[src/rtl/coin_pkg.sv]
// Shared coin encoding for the vending DataPath: codes match the adder select,
// plus the code-to-value helper and the credit width.
package coin_pkg;

    localparam int CREDIT_W = 7;

    typedef logic [1:0] coin_code_t;

    localparam coin_code_t COIN_1  = 2'b00;
    localparam coin_code_t COIN_2  = 2'b01;
    localparam coin_code_t COIN_10 = 2'b10;
    localparam coin_code_t COIN_20 = 2'b11;

    function automatic logic [4:0] coin_value(input coin_code_t code);
        case (code)
            COIN_1:  coin_value = 5'd1;
            COIN_2:  coin_value = 5'd2;
            COIN_10: coin_value = 5'd10;
            default: coin_value = 5'd20;
        endcase
    endfunction

endpackage

[src/rtl/coin_debounce.sv]
// One coin slot: 2-flop synchroniser, stable-count debounce and a one-cycle
// pulse on each debounced rising edge.
module coin_debounce #(
    parameter int DEBOUNCE_CYCLES = 4
) (
    input  logic CLK,
    input  logic RST,
    input  logic raw,
    output logic rise
);

    localparam int CW = $clog2(DEBOUNCE_CYCLES);

    logic          sync1;
    logic          sync2;
    logic          level;
    logic [CW-1:0] cnt;

    always_ff @(posedge CLK) begin
        if (RST) begin
            sync1 <= 1'b0;
            sync2 <= 1'b0;
            level <= 1'b0;
            rise  <= 1'b0;
            cnt   <= '0;
        end else begin
            sync1 <= raw;
            sync2 <= sync1;
            rise  <= 1'b0;
            if (sync2 == level) begin
                cnt <= '0;
            end else if (cnt == CW'(DEBOUNCE_CYCLES - 1)) begin
                // Level has differed for DEBOUNCE_CYCLES samples in a row.
                level <= sync2;
                rise  <= sync2;
                cnt   <= '0;
            end else begin
                cnt <= cnt + 1'b1;
            end
        end
    end

endmodule

[src/rtl/coin_intake.sv]
// Coin intake: debounce four slots, arbitrate, enforce the credit ceiling and
// queue accepted coins. Optional counters under COIN_INTAKE_STATS_EN.
module coin_intake
    import coin_pkg::*;
#(
    parameter int DEBOUNCE_CYCLES = 4,
    parameter int FIFO_DEPTH      = 4,
    parameter int MAX_CREDIT      = 40
) (
    input  logic                CLK,
    input  logic                RST,
    input  logic                EN,
    input  logic [3:0]          COIN_IN,
    input  logic [CREDIT_W-1:0] A,
    input  logic                COIN_TAKEN,
    output logic                COIN_VALID,
    output logic [1:0]          SEL_ADD_IN,
    output logic [CREDIT_W-1:0] PENDING,
    output logic                FULL,
    output logic                REJECT,
    output logic [1:0]          REJECT_CODE
`ifdef COIN_INTAKE_STATS_EN
    ,
    output logic [7:0]          ACCEPT_CNT,
    output logic [7:0]          REJECT_CNT
`endif
);

    localparam int PTR_W = $clog2(FIFO_DEPTH);
    localparam int CNT_W = PTR_W + 1;

    logic [3:0]          rise;
    logic [3:0]          pend;
    logic [1:0]          mem [FIFO_DEPTH];
    logic [PTR_W-1:0]    wr_ptr;
    logic [PTR_W-1:0]    rd_ptr;
    logic [CNT_W-1:0]    count;

    logic                svc;
    coin_code_t          code;
    logic [4:0]          val;
    logic [4:0]          head_val;
    logic [7:0]          total;
    logic                over;
    logic                full_now;
    logic                push;
    logic                rej;
    logic                pop;
    logic [3:0]          clr;
    logic [CNT_W-1:0]    remain;
    logic [CNT_W-1:0]    count_next;
    logic [PTR_W-1:0]    rd_next;
    coin_code_t          sel_next;
    logic [CREDIT_W-1:0] pending_next;

    for (genvar i = 0; i < 4; i++) begin : g_slot
        coin_debounce #(
            .DEBOUNCE_CYCLES(DEBOUNCE_CYCLES)
        ) u_deb (
            .CLK  (CLK),
            .RST  (RST),
            .raw  (COIN_IN[i]),
            .rise (rise[i])
        );
    end

    always_comb begin
        svc = |pend;
        // Slot index doubles as the coin code; highest slot wins.
        if (pend[3])      code = COIN_20;
        else if (pend[2]) code = COIN_10;
        else if (pend[1]) code = COIN_2;
        else              code = COIN_1;

        val      = coin_value(code);
        head_val = coin_value(SEL_ADD_IN);
        total    = {1'b0, A} + {1'b0, PENDING} + {3'b000, val};
        over     = total > 8'(MAX_CREDIT);
        full_now = count == CNT_W'(FIFO_DEPTH);

        push = svc && EN && !over && !full_now;
        rej  = svc && (!EN || over);
        clr  = (push || rej) ? (4'b0001 << code) : 4'b0000;
        pop  = COIN_TAKEN && COIN_VALID;

        remain     = count - CNT_W'(pop);
        count_next = remain + CNT_W'(push);
        rd_next    = rd_ptr + PTR_W'(pop);

        if (remain == '0) sel_next = push ? code : COIN_1;
        else              sel_next = mem[rd_next];

        pending_next = PENDING;
        if (push) pending_next = pending_next + {2'b00, val};
        if (pop)  pending_next = pending_next - {2'b00, head_val};
    end

    always_ff @(posedge CLK) begin
        if (RST) begin
            pend        <= '0;
            wr_ptr      <= '0;
            rd_ptr      <= '0;
            count       <= '0;
            COIN_VALID  <= 1'b0;
            SEL_ADD_IN  <= COIN_1;
            PENDING     <= '0;
            FULL        <= 1'b0;
            REJECT      <= 1'b0;
            REJECT_CODE <= COIN_1;
        end else begin
            pend        <= (pend & ~clr) | rise;
            wr_ptr      <= wr_ptr + PTR_W'(push);
            rd_ptr      <= rd_next;
            count       <= count_next;
            COIN_VALID  <= count_next != '0;
            SEL_ADD_IN  <= sel_next;
            PENDING     <= pending_next;
            FULL        <= count_next == CNT_W'(FIFO_DEPTH);
            REJECT      <= rej;
            REJECT_CODE <= rej ? code : COIN_1;
        end
    end

    always_ff @(posedge CLK) begin
        if (push) mem[wr_ptr] <= code;
    end

`ifdef COIN_INTAKE_STATS_EN
    always_ff @(posedge CLK) begin
        if (RST) begin
            ACCEPT_CNT <= '0;
            REJECT_CNT <= '0;
        end else begin
            if (push && ACCEPT_CNT != 8'hFF) ACCEPT_CNT <= ACCEPT_CNT + 8'd1;
            if (rej && REJECT_CNT != 8'hFF)  REJECT_CNT <= REJECT_CNT + 8'd1;
        end
    end
`else
    // Statistics counters are not built in this configuration.
`endif

endmodule

[config.mk]
export PLATFORM = sky130hd
export DESIGN_NAME = coin_intake
export DESIGN_NICKNAME = d
export VERILOG_FILES = /design/src/rtl/coin_pkg.sv /design/src/rtl/coin_debounce.sv /design/src/rtl/coin_intake.sv
export SDC_FILE = /design/constraint.sdc
export NUM_CORES = 1
export LEC_CHECK = 0
export CAP_MARGIN = 30
export CORE_MARGIN = 2
export CORE_UTILIZATION = 40
export DETAILED_ROUTE_END_ITERATION = 16
export GPL_ROUTABILITY_DRIVEN = 0
export PLACE_DENSITY_LB_ADDON = 0.2
export SYNTH_ARGS = -nofsm -noshare
export SYNTH_HDL_FRONTEND = slang
export SYNTH_SLANG_ARGS = --single-unit
[constraint.sdc]
create_clock -name CLK -period 4.8 [get_ports CLK]
set_clock_uncertainty 0.05 [all_clocks]
set_input_delay 0.96 -clock CLK [delete_from_list [all_inputs] [get_ports CLK]]
set_output_delay 0.96 -clock CLK [all_outputs]
set_load 0.02 [all_outputs]
# Yosys cells after proc, flatten, opt, wreduce, memory -nomap -nowiden
# Memory sizes are Yosys's and may differ from the RTL's.
# Cells that the tools add are included.
[classes]
order_cmp = 1
n_reduce_logical = 28
shifts = 1
addsub = 12
mux = 12
bitwise_logic = 12
n_eq_ne = 14
[ops]
columns = ["operator", "count"]
rows = [
  ["5-bit case mux with 3 select lines", 2],
  ["3-bit OR reduction", 8],
  ["7-bit two-way mux", 2],
  ["2-bit == test, second input constant", 6],
  ["1-bit inverter", 9],
  ["2-bit by 1-bit adder with 2-bit output, second input constant", 4],
  ["7-bit by 7-bit adder with 8-bit output", 1],
  ["8-bit by 5-bit adder with 8-bit output", 1],
  ["8-bit by 6-bit greater-than comparator with 1-bit output, second input constant", 1],
  ["2-bit two-way mux", 4],
  ["2-bit AND reduction", 4],
  ["7-bit by 5-bit adder with 7-bit output", 1],
  ["7-bit by 5-bit subtractor with 7-bit output", 1],
  ["3-bit == test, second input constant", 2],
  ["1-bit logical AND", 5],
  ["2-bit by 1-bit adder with 2-bit output", 2],
  ["4-bit bitwise AND", 1],
  ["1-bit == test", 4],
  ["2-bit by 1-bit == test with 1-bit output, second input constant", 2],
  ["2-bit zero test", 2],
  ["4-bit two-way mux", 1],
  ["4-bit inverter", 1],
  ["4-bit bitwise OR", 1],
  ["4-bit OR reduction", 1],
  ["9 further kinds", 14],
]
[totals]
inputBits = 15
mem_bits_rw = 8
n_memories = 1
output_inout_bits = 14
regBits = 49
word_cells = 111
[mem_list]
columns = ["memory", "depth", "width", "read_ports", "rd_ports_with_merged_regs", "wr", "line_no", "rtl"]
rows = [
  ["mem", 4, 2, 1, 0, 1, "coin_intake.sv:34", "logic [1:0] mem [FIFO_DEPTH];"],
]

# Logic depth before layout (Yosys ltp)
[logic_depth]
ltp_word = 15
mapped_depth = 23
depth_no_buf = 22

# Modules after synthesis
# Synthesis repeated with hierarchy kept, for this count alone.
[unflattened]
hier_cells = 312
area_unflattened_um2 = 3189.3
[by_module_without_submodules]
columns = ["module", "instances", "seq_area_each_um2", "cells_per_inst", "area_per_inst_um2"]
rows = [
  ["coin_intake", 1, 740.7, 252, 2383.5],
  ["coin_debounce", 4, 120.1, 15, 201.4],
]

# Worst setup path after synthesis
# Ideal clock, no wire load.
[synth_timing]
path_kind = "reg-to-reg"
startpoint = "register pend[3]"
endpoint = "register PENDING[6]"
stages_incl_launch_ff = 23
n_path_buf = 0
slack_ps = -87
period_less_slack_ps = 4887
required_ps = 4691
t_arrival_ps = 4778
path_cell_list = "dfxtp_1 > nor2_1 > inv_1 > ha_1 > fa_1 > ha_1 > inv_1 > fa_1 > and3b_1 > o32ai_1 > nand3b_1 > a21oi_2 > nand2_4 > inv_2 > a21oi_1 > ha_1 > fa_1 > nand2b_1 > nor3b_1 > o211a_1 > o31ai_2 > a211o_1 > nand2_1"
[synth_between]
elab_chain_len = 11
word_cells_on_any_way = 16
[synth_lines]
columns = ["item", "line_no", "rtl"]
rows = [
  ["from (decl)", "coin_intake.sv:33", "logic [3:0] pend;"],
  ["from (signal assigned)", "coin_intake.sv:111", "pend <= (pend & ~clr) | rise;"],
  ["2-bit two-way mux *", "coin_intake.sv:70", "if (pend[3]) code = COIN_20;"],
  ["named net code[1]", "coin_intake.sv:40", "coin_code_t code;"],
  ["2-bit == test (tied with other cells)", "coin_pkg.sv:15", "case (code)"],
  ["5-bit case mux with 3 select lines *", "coin_pkg.sv:15", ""],
  ["8-bit by 5-bit adder with 8-bit output", "coin_intake.sv:77", "total = {1'b0, A} + {1'b0, PENDING} + {3'b000, val};"],
  ["8-bit by 6-bit greater-than comparator with 1-bit output", "coin_intake.sv:78", "over = total > 8'(MAX_CREDIT);"],
  ["1-bit zero test", "coin_intake.sv:81", "push = svc && EN && !over && !full_now;"],
  ["1-bit logical AND (2 in series)", "coin_intake.sv:81", ""],
  ["7-bit two-way mux *", "coin_intake.sv:94", "if (push) pending_next = pending_next + {2'b00, val};"],
  ["7-bit by 5-bit subtractor with 7-bit output", "coin_intake.sv:95", "if (pop) pending_next = pending_next - {2'b00, head_val};"],
  ["7-bit two-way mux *", "coin_intake.sv:95", ""],
  ["to (signal assigned)", "coin_intake.sv:117", "PENDING <= pending_next;"],
  ["to (decl)", "coin_intake.sv:18", "output logic [CREDIT_W-1:0] PENDING,"],
]
# Mark *: on every way through the listed nets, which the timed path passes. The rest lies on a longest branch.
# A chain may end at the register's enable or synchronous reset.

# Worst setup path after layout
[layout_timing]
startpoint = "input A[1]"
endpoint = "register PENDING[6]"
[layout_between]
elab_chain_len = 9
[layout_lines]
columns = ["item", "line_no", "rtl"]
rows = [
  ["from (decl)", "coin_intake.sv:14", "input logic [CREDIT_W-1:0] A,"],
  ["7-bit by 7-bit adder with 8-bit output *", "coin_intake.sv:77", ""],
  ["8-bit by 5-bit adder with 8-bit output *", "coin_intake.sv:77", ""],
  ["8-bit by 6-bit greater-than comparator with 1-bit output *", "coin_intake.sv:78", ""],
  ["1-bit zero test *", "coin_intake.sv:81", ""],
  ["1-bit logical AND * (2 in series)", "coin_intake.sv:81", ""],
  ["7-bit two-way mux *", "coin_intake.sv:94", ""],
  ["7-bit by 5-bit subtractor with 7-bit output", "coin_intake.sv:95", ""],
  ["7-bit two-way mux *", "coin_intake.sv:95", ""],
]
# Every way passes the cells marked *; elsewhere a longest branch is shown, timed or not.

==> summary.txt <==
Worst hold path
  • Worst Hold Class: flip-flop to flip-flop

Floorplan
  • Die ar.: 8707 um2
  • Top Ports: 29
  • Chip width: 93.31 um
  • Die Y: 93.31 um
  • FP Rows: 32
  • Starting Density: 41.29%
  • Core ar.: 7727 um2

STA
  • Max frequency: 211.9 MHz
  • Worst slew margin: 65.86%
  • Final worst path period need: 4.719 ns
  • Final setup fails: 0
  • Worst slew pin tran: 0.5105 ns
  • RSZ-0062 raised after global routing: yes
  • Final Hold Fails: 0
  • Post-route clock period utilization: 98.31%
  • Slew Viols, Final: 0

Routing
  • Wire length per cell: 13.18 um
  • Antenna Violating Nets Remaining: 0
  • Initial drt markers: 78
  • Vias per cell: 4.958
  • # DRC: 0
  • Final WL: 6.566 mm
  • Via count: 2469
  • DR pass1 iterations: 4

Synth
  • Synth warn: 0
  • Post-synthesis mux area share: 4.549%
  • Synth cell types: 53
  • Synth Flop Type: dfxtp_1
  • Syn Std Cell Area: 3191 um2
  • #FFs+latches synth: 57
  • Syn Nets: 379
  • Post-Synth Adder-Cell Area: 18.35%
  • Main combinational cell family by area after synthesis: simple AND/OR/NAND/NOR gates
  • Post-synth EDFFs: 8
  • Avg Synthesized Cell Area: 9.909 um2
  • Simple-gate share of the synthesized area: 18.63%
  • Async set-reset flop share out of synthesis: 0%
  • Seq/Total Area, Yosys: 38.27%
  • Mapped Cells: 322
  • Post-synthesis xor/xnor area fraction: 4.118%
  • Post-synthesis compound-gate area fraction: 10.90%

Clock network
  • Clk sink count: 57
  • CTS tree: done
  • Root Driver: clkbuf_8
  • Post-CTS Hold Fix Bufs: 0
  • Reg clk slew, reported paths: 0.06 ns
  • CTS Buffer Depth: 2
  • CTS H-tree depth: 3
  • Num CTS Buffers: 9
  • Clock Latency Late Sink: 0.33 ns

Worst setup path
  • WS Path Type: input pin to flip-flop
  • Crit path max-delay cell type: fa_1
  • Critical path capture point type: flip-flop
  • Reg2reg setup slack: 0.13 ns
  • CP Data Arrival Time: 4.94 ns
  • CP max FO: 5
  • CP cell instances: clkdlybuf4s15_1 > fa_1 > ha_4 > inv_2 > fa_1 > and3b_2 > o32ai_2 > nand3b_1 > a21oi_4 > nand2_4 > mux2i_4 > buf_6 > fa_2 > nand2b_4 > nor3b_2 > o211a_1 > o31ai_4 > a211o_1 > nand2_1
  • Top cell by count, worst path: fa_1
  • Critical Path RT: 5.02 ns
  • Max stage delay on crit path: 0.61 ns
  • CP Launch Type: input pin

Run
  • MaxCap Viol Count: 0

Layout
  • Synth-to-Final Area Change: 30.27%
  • Nets: 448
  • Finished Cell Area: 4156 um2
  • Layout cells sized above 1: 23.74%
  • Most frequent cells in the layout: dfxtp_1, nor2_1, buf_4
  • Most common cell after layout, fill and taps aside: dfxtp_1
  • Sequential Area: 1226 um2
  • Core Util, Final: 53.79%
  • # fillers: 673
  • Multi-input gate area: 1954 um2
  • Antenna cell count: 0

Place
  • DPL Wire Length: 4.886 mm
  • # port buffers: 28
  • Cell area after placement: 3762 um2

Run status
  • Status: finished clean

Power
  • Worst IR Drop VDD: 184.9 uV
  • P per Cell Area: 429.3 nW/um2
  • Leak pwr: 1.841 nW

Global routing
  • First-pass GRT wire length: 11.06 mm
  • GR Util All Layers: 16.34%
  • Vias in the first global route: 2451
  • Maximum number of pins on one net before global-route repair: 33
  • Initial antenna violation count: 0
  • Grt ovf: 0
[path summary, 6_finish.rpt]
path,start,end,cells past startpoint
setup / recovery,A[1],PENDING[6]$_SDFF_PP0_,19
hold / removal,g_slot[1].u_deb.cnt[0]$_SDFF_PP0_,g_slot[1].u_deb.cnt[0]$_SDFF_PP0_,1
setup reg to reg,pend[3]$_SDFF_PP0_,PENDING[6]$_SDFF_PP0_,21
hold reg to reg,g_slot[1].u_deb.cnt[0]$_SDFF_PP0_,g_slot[1].u_deb.cnt[0]$_SDFF_PP0_,1
[logic make-up after synthesis]
kind of cell,after synthesis
compound gates,48
xor+xnor,15
fa+ha+maj,42
buf+inv,40
flops,57
mux,11
simple gates,109
[per-layer routing]
layer,global-route usage [%],vias up,share of wire [%]
met5,0,-,0
met4,5.760,0,0.82
met3,4.351,6,5.3
met2,26.92,49,48
met1,20.63,1165,46
li1,-,1249,-
[metrics by stage]
stage,worst slack [ns],instances,setup TNS (ns),power (mW),hold WS (ns)
6_report,0.08100,498,0,1.784,0.3636
5_1_grt,-0.05556,498,-0.09846,1.916,0.3890
4_1_cts,0.01334,492,0,1.745,0.3706
3_5_place_dp,-0.5556,470,-2.154,1.279,0.3603
3_3_place_gp,-0.4935,470,-1.783,1.266,0.3550
2_1_floorplan,0.01663,322,0,1.059,0.3474
[cells in the mapped netlist, types with 4 or more instances]
cell type,number,area [um2]
a211oi_1,6,45.04
a21o_1,6,45.04
a21oi_1,12,60.06
clkbuf_1,5,18.77
dfxtp_1,49,980.9
edfxtp_1,8,240.2
fa_1,8,160.2
ha_1,34,425.4
inv_1,32,120.1
mux2i_1,7,70.07
nand2_1,13,48.80
nand2b_1,5,31.28
nor2_1,38,142.6
nor2b_1,19,118.9
nor3_1,8,40.04
nor4bb_1,4,40.04
o21ai_0,6,30.03
or3_1,5,31.28
xnor2_1,9,78.83
xor2_1,6,52.55
[critical path, delay by kind of cell]
kind,cells,cell delay [ns]
multiplexers,1,0.20
buffers and inverters,3,0.34
AND/OR/NAND/NOR,6,0.91
AO/OA/AOI/OAI,5,0.86
adder cells (fa/ha/maj),4,1.64
[flip-flops by register name (all words and copies together), names as in the netlist, 2 cells and up]
register / flops
PENDING: 7
g_slot.u_deb.sync1: 4
pend: 4
mem: 8
g_slot.u_deb.cnt: 8
g_slot.u_deb.level: 4
g_slot.u_deb.rise: 4
REJECT_CODE: 2
SEL_ADD_IN: 2
g_slot.u_deb.sync2: 4
rd_ptr: 2
wr_ptr: 2
count: 3
[layout make-up]
class / count / area share, %
sequential: 57 / 29.50
clock inverter: 6 / 0.8429
timing repair buffer: 65 / 13.46
tap: 102 / 3.070
multi-input combinational: 225 / 47.02
clock buffer: 10 / 3.070
inverter: 33 / 3.040
[power breakdown]
group	leakage [nW]	internal, mW	switching (mW)
clock network	0.0835	0.183	0.187
registers	0.474	0.520	0.0366
logic	1.28	0.441	0.416
total	1.84	1.14	0.640
[what timing repair did]
action / in CTS / in global routing
setup endpoints to repair: 4 / 4
pin swaps: 18 / 17
setup buffers: 6 / 6
gates resized for setup: 21 / 17
Power figures use the tool's default switching activity.
==> RTL edit, RTL diff (config.mk and constraints unchanged) <==
Add a define of `COIN_INTAKE_STATS_EN`.
--- a/src/rtl/coin_intake.sv
+++ b/src/rtl/coin_intake.sv
@@ -1,5 +1,7 @@
 // Coin intake: debounce four slots, arbitrate, enforce the credit ceiling and
 // queue accepted coins. Optional counters under COIN_INTAKE_STATS_EN.
+`define COIN_INTAKE_STATS_EN
+
 module coin_intake
     import coin_pkg::*;
 #(
Formal check against the unedited RTL (old outputs only; new: ACCEPT_CNT and REJECT_CNT): equivalent (equiv_simple and equiv_induct, registers matched by name and starting in step).
==> RTL edit against the unedited design <==
  * The flow now finishes with violations (negative setup slack)
  * Worst setup slack got worse by 0.19 ns
  * Cell count rose by 21%
  * Die area rose by 20%
  * Via count rose by 18%
  * Worst hold slack improved by 0.0054 ns
  * Register-to-register slack got worse by 0.24 ns
  * Total power rose by 2.7%
  * Utilization fell by 1.0 points
  * Clock power rose by 14%
  * Highest routed layer unchanged
  * Count of clock-buffer cells in the layout did not move
  * Wire length rose by 17%
  * Area after synthesis rose by 21%
  * Cell area rose by 18%
  * Sequential cell count rose by 16
  * Critical endpoint unchanged
==> RTL edit: results (changes against the unedited design) <==
** Status
- The run finished, with violations left.
- The final reports fail on negative setup slack.

** Pwr
- The total design power was 1.83 mW (+2.7%).
- The peak ir drop on the vdd network is 154 uV (-17%).

** Timing
- The tightest hold margin is 0.369 ns (+0.00542 ns).
- The post-route worst setup slack came to -0.108 ns (-0.189 ns).
- Worst Max-Slew Pin Slew :: 0.537 ns (+0.0264 ns)
- The final setup violation count came to 2 (+2).

** Global routing
- The number of global-route vias before repair was 2936 (+20%).
- The total global-route track usage came to 16.0% (-0.33 points).
- Global routing met3 resource utilization :: 3.76% (-0.59 points)

** Drt
- WL/cell :: 12.8 microns (-3.2%)
- The routed length on met3 was 283 microns (-18%).
- Detail-routed via count per cell :: 4.82 (-2.7%)
- Total length of routed met2 wires :: 3700 microns (+17%)
- The met1 routed wirelength after detailed routing came to 3590 microns (+19%).

** Setup path
- Arrival time of data at the critical path endpoint :: 5.08 ns (+0.14 ns)
- Largest fanout on the critical path :: 4 (-1)
- The largest incremental delay on the critical path came to 0.53 ns (-0.08 ns).
- Crit path from :: pend[2]

** Final layout
- The number of nets at the end of the flow came to 527 (+18%).
- Final cell count without fillers :: 602 (+21%)

** Synthesis
- By area the synthesized netlist is led by dfxtp_1 (34%), ha_1 (12%), edfxtp_1 (6.2%).
- Share of synthesized area spent on multiplexers :: 3.93% (-0.62 points)
- Top post-synthesis cells by count :: dfxtp_1 (65), nor2_1 (49), ha_1 (36), inv_1 (34), xnor2_1 (19)

** Placed design
- The number of port buffers came to 44 (+57%).
- HPWL after detailed placement :: 5920 microns (+21%)
## RTL edit: changes by cell type after synthesis, moves of 5 or more
| cell | unedited run | this run |
|---|---|---|
| dfxtp_1 | 49 | 65 |
| a21oi_1 | 12 | 18 |
| nor3_1 | 8 | 13 |
| nor2_1 | 38 | 49 |
| xnor2_1 | 9 | 19 |
| nand3_1 | 1 | 11 |
## RTL edit: final cells by class
type	count	share of cell area, %
Clock inverter	6	0.894
Multi-Input combinational cell	276	45.6
Timing Repair Buffer	73	13.3
Tap cell	129	3.30
Clock buffer	10	2.61
Sequential cell	73	31.5
Inverter	35	2.78
## RTL edit: repair_timing
action | 4_1_cts | 5_1_grt
hold buffers | 0 | 0
endpoints found under the setup margin | 4 | 4
gates resized for setup | 20 | 12
setup buffers | 1 | 2
pin swaps | 15 | 6
